File: src/rtl/hera_ram_arb.sv
// hera_ram_arb: CPU/host arbiter for the single-port hera_ram, CPU priority with host lock bursts.
// Define HERA_ARB_STARVE_EN to force a host grant after STARVE_MAX denied cycles.
module hera_ram_arb #(
    parameter int ADDR_W     = 11,
    parameter int DATA_W     = 16,
    parameter int STARVE_MAX = 4
) (
    input  logic              clk,
    input  logic              rst,
    input  logic              cpu_req,
    input  logic              cpu_we,
    input  logic [ADDR_W-1:0] cpu_addr,
    input  logic [DATA_W-1:0] cpu_wdata,
    output logic              cpu_gnt,
    output logic              cpu_stall,
    output logic              cpu_rvalid,
    output logic [DATA_W-1:0] cpu_rdata,
    input  logic              host_req,
    input  logic              host_we,
    input  logic [ADDR_W-1:0] host_addr,
    input  logic [DATA_W-1:0] host_wdata,
    input  logic              host_lock,
    output logic              host_gnt,
    output logic              host_rvalid,
    output logic [DATA_W-1:0] host_rdata,
    output logic [ADDR_W-1:0] ram_addr,
    output logic [DATA_W-1:0] ram_data,
    output logic              ram_wren,
    input  logic [DATA_W-1:0] ram_q
);
    typedef enum logic {S_NORM, S_HLOCK} state_t;

    state_t state_q, state_d;
    logic   cpu_rvalid_q, host_rvalid_q;
    logic   force_host;

    if (STARVE_MAX < 1 || STARVE_MAX > 15) begin : g_bad_starve
        $error("STARVE_MAX must be in 1..15");
    end

`ifdef HERA_ARB_STARVE_EN
    logic [3:0] starve_q, starve_d;
    assign force_host = starve_q == 4'(STARVE_MAX);
    always_comb starve_d = (host_gnt || !host_req) ? 4'd0 :
                           (state_q == S_NORM && !force_host) ? starve_q + 4'd1 : starve_q;
    always_ff @(posedge clk or negedge rst) begin
        if (!rst) starve_q <= 4'd0;
        else      starve_q <= starve_d;
    end
`else
    assign force_host = 1'b0;
`endif

    // Grants are gated by rst so they drop the instant reset asserts.
    always_comb begin
        host_gnt  = rst && host_req && (state_q == S_HLOCK || !cpu_req || force_host);
        cpu_gnt   = rst && cpu_req && state_q == S_NORM && !host_gnt;
        cpu_stall = rst && cpu_req && !cpu_gnt;
        state_d   = (host_gnt && host_lock) ? S_HLOCK : S_NORM;
        ram_addr  = host_gnt ? host_addr : cpu_addr;
        ram_data  = host_gnt ? host_wdata : cpu_wdata;
        ram_wren  = (cpu_gnt && cpu_we) || (host_gnt && host_we);
    end

    always_ff @(posedge clk or negedge rst) begin
        if (!rst) begin
            state_q       <= S_NORM;
            cpu_rvalid_q  <= 1'b0;
            host_rvalid_q <= 1'b0;
        end else begin
            state_q       <= state_d;
            cpu_rvalid_q  <= cpu_gnt && !cpu_we;
            host_rvalid_q <= host_gnt && !host_we;
        end
    end

    assign cpu_rvalid  = cpu_rvalid_q;
    assign host_rvalid = host_rvalid_q;
    assign cpu_rdata   = ram_q;
    assign host_rdata  = ram_q;
endmodule

File: config.mk
export PLATFORM = sky130hd
export DESIGN_NAME = hera_ram_arb
export DESIGN_NICKNAME = d
export VERILOG_FILES = /design/src/rtl/hera_ram_arb.sv
export SDC_FILE = /design/constraint.sdc
export NUM_CORES = 1
export LEC_CHECK = 0
export CORE_ASPECT_RATIO = 0.5
export CORE_MARGIN = 3
export CORE_UTILIZATION = 22
export DETAILED_ROUTE_END_ITERATION = 10
export GPL_ROUTABILITY_DRIVEN = 0
export PLACE_DENSITY_LB_ADDON = 0.2
export SLEW_MARGIN = 20
export SYNTH_ARGS = -nofsm -noshare
export SYNTH_HDL_FRONTEND = slang
export SYNTH_SLANG_ARGS = --single-unit
File: constraint.sdc
create_clock -name clk -period 2.2 [get_ports clk]
set_input_delay 0.66 -clock clk [delete_from_list [all_inputs] [get_ports clk]]
set_output_delay 0.66 -clock clk [all_outputs]
set_load 0.01 [all_outputs]
==> flow_summary_export.csv <==
group,metric,value,unit
yosys,synth-async-reset-ratio,100.0,%
global_route,grt_pass1_wl,4084,µm
clocking,h-tree-depth,1,
yosys,seq_area_frac_synth,8.811,%
final_layout,fill_cells,333,
floorplanning,ios,142,
clocking,cts.sinks,3,
floorplanning,die_w,94.01,µm
run_status,failed_checks,"setup timing",
global_route,grt_pass1_vias,778,
sta,setup-violations-final,27,
power_and_ir_drop,power.leakage,0.0008452,µW
final_layout,regArea,75.07,µm²
global_route,antenna_found_initial,0,
sta,post-route-period-util,110.0,%
final_layout,n_antenna_cell,0,
floorplanning,core,3566,µm²
yosys,ys_types,16,
setup_path,worstPathMaxFanout,5,
clocking,clock_latency,0.21,ns
clocking,cts.path.max_buffers,2,
global_route,grt_usage,11.10,%
final_layout,nNetsFinal,234,
setup_path,crit_arrival,1.76,ns
detailed_routing,drtPass1Iterations,2,
yosys,syn_nets,153,
detailed_routing,drtIter0Drc,8,
sta,tns,-4.164,ns
sta,min_period,2.421,ns
floorplanning,dieArea,4701,µm²
sta,rsz0062_at_grt,"yes",
sta,hold_violations,0,
detailed_routing,viasPerCell,3.768,
setup_path,start_kind,"input port",
flow_run,cap_violations,0,
clocking,postCtsHoldBufs,0,
clocking,root_buffer,"clkbuf_8",
final_layout,multi_input_area,481.7,µm²
detailed_routing,drtAntennaViolNets,0,
global_route,grt-busiest-layer,"met2",
global_route,grt_max_degree,7,
yosys,ys_ff_latch,3,
sta,setup_slack,-0.2207,ns
global_route,globalRouteMet3Util,1.982,%
place,portBuffers,93,
final_layout,area_growth,115.3,%
yosys,syn_inst,76,
power_and_ir_drop,vdd_drop_max,231.5,µV
global_route,grt.overflow.total,0,
floorplanning,start_util,23.89,%
final_layout,fin_util,51.44,%
sta,tightest_slew,0.1496,ns
yosys,avgSynthCellArea,11.21,µm²
detailed_routing,drc,0,
setup_path,crit_type,"input port to primary output",
yosys,yosys_warnings,0,
yosys,synth_edf_count,0,
detailed_routing,vias,780,
sta,fmax,413.1,MHz
clocking,cts_tree,"yes",
sta,relSlewSlack,89.95,%
global_route,met2_usage,19.39,%
yosys,netlist_area,852.1,µm²
hold_path,min_path_type,"input port to asynchronous set/reset pin",
yosys,ys.flop_type,"dfrtp_1",
sta,skew,0.0004578,ns
setup_path,required,1.54,ns
sta,final_max_slew_viol_count,0,
setup_path,cp-end-kind,"primary output",
detailed_routing,routed_wl,2560,µm
detailed_routing,wire_per_inst,12.37,µm
run_status,status,"finished with violations",
power_and_ir_drop,powerDensity,300.4,nW/µm²
floorplanning,placementRows,15,
final_layout,drive_gt1_share,52.56,%
power_and_ir_drop,power,551.1,µW
floorplanning,dieHeight,50.01,µm
global_route,use_met1,13.07,%
clocking,cts.clk_slew.worst_paths,0.03,ns
clocking,cts_buffers,3,
-- layout make-up --
cell class / instances / share of cell area, %
Timing Repair Buffer: 111 / 63.71
Multi-Input combinational cell: 38 / 26.26
Sequential cell: 3 / 4.093
Tap cell: 51 / 3.479
Clock buffer: 4 / 2.456
-- metal layers --
metal	share of wire, %	vias to the layer above
met5	0	-
met3	6.6	19
met4	2.5	0
met2	56	23
met1	35	349
li1	-	389
-- Yosys cell counts (2+ instances only) --
cell / n / share of area, %
buf_4: 32 / 28
mux2_4: 27 / 48
dfrtp_1: 3 / 8.8
buf_12: 2 / 4.7
-- cells by family (layout without fill, tap and decap cells) --
kind of cell    count (synthesis)  after routing  share of synthesized area [%]
buf+inv                        35            115                          34.65
mux                            27             27                          47.58
simple gates                   10             10                          8.076
flops                           3              3                          8.810
compound gates                  1              1                         0.8814
-- critical path: stages --
cell and delay (ns):
buf_8 0.10, nand2b_4 0.05, and3_4 0.19, buf_12 0.12, buf_12 0.11, buf_12 0.11, mux2_4 0.30, buf_6 0.12
-- flip-flops by register name, summed over array words and instances (netlist names) --
| register | cells |
|---|---|
| host_rvalid | 1 |
| state_q | 1 |
| cpu_rvalid | 1 |
-- stage by stage --
stage / instances / setup WS, ns / hold WS (ns) / instance area, µm²
floorplan: 76 / 0.1375 / 0.3644 / 852.1
global placement: 194 / -0.8693 / 0.5488 / 1657
detailed placement: 194 / -0.8736 / 0.5482 / 1657
CTS: 207 / -0.2260 / 0.3425 / 1848
global route: 207 / -0.2601 / 0.3618 / 1834
finish: 207 / -0.2207 / 0.3460 / 1834
-- worst paths after layout --
| path | startpoint | endpoint | slack, ns | depth (start not counted) |
|---|---|---|---|---|
| max in group asynchronous | rst | cpu_rvalid$_DFF_PN0_ | 1.75 | 2 |
| worst min register to register | state_q$_DFF_PN0_ | cpu_rvalid$_DFF_PN0_ | 0.54 | 2 |
| worst max register to register | state_q$_DFF_PN0_ | state_q$_DFF_PN0_ | 0.91 | 6 |
| min in group clk | state_q$_DFF_PN0_ | cpu_rvalid$_DFF_PN0_ | 0.54 | 2 |
| worst min-delay path | rst | host_rvalid$_DFF_PN0_ | 0.35 | 2 |
| worst max-delay path | cpu_req | ram_data[0] | -0.22 | 8 |
-- cells in the final DEF, fill, tap and decap left out --
cell type	count
nand3_1	1
and3_4	1
nor2_1	1
clkbuf_1	1
nand2_1	1
nor2b_1	1
dlygate4sd2_1	2
dlymetal6s2s_1	1
a21boi_1	1
and3_1	1
buf_8	1
nand3b_1	1
clkbuf_8	3
mux2_4	27
buf_16	2
buf_6	22
buf_4	10
and2_1	1
buf_12	6
clkdlybuf4s50_1	58
dfrtp_1	3
nand2b_4	1
buf_2	9
nor3_1	1
-- power breakdown --
group | switching [µW] | internal (µW) | leakage, µW
sequential | 0.548 | 57.3 | 0.0000409
combinational | 90.2 | 246 | 0.000782
clock | 33.3 | 123 | 0.0000228
-- repair_timing --
action	4_1_cts	5_1_grt
hold endpoints to repair	0	0
pin swaps	1	0
setup endpoints to repair	31	28
setup buffers	7	2
cloned	3	0
resized for setup	162	2
Power figures use the tool's default switching activity.
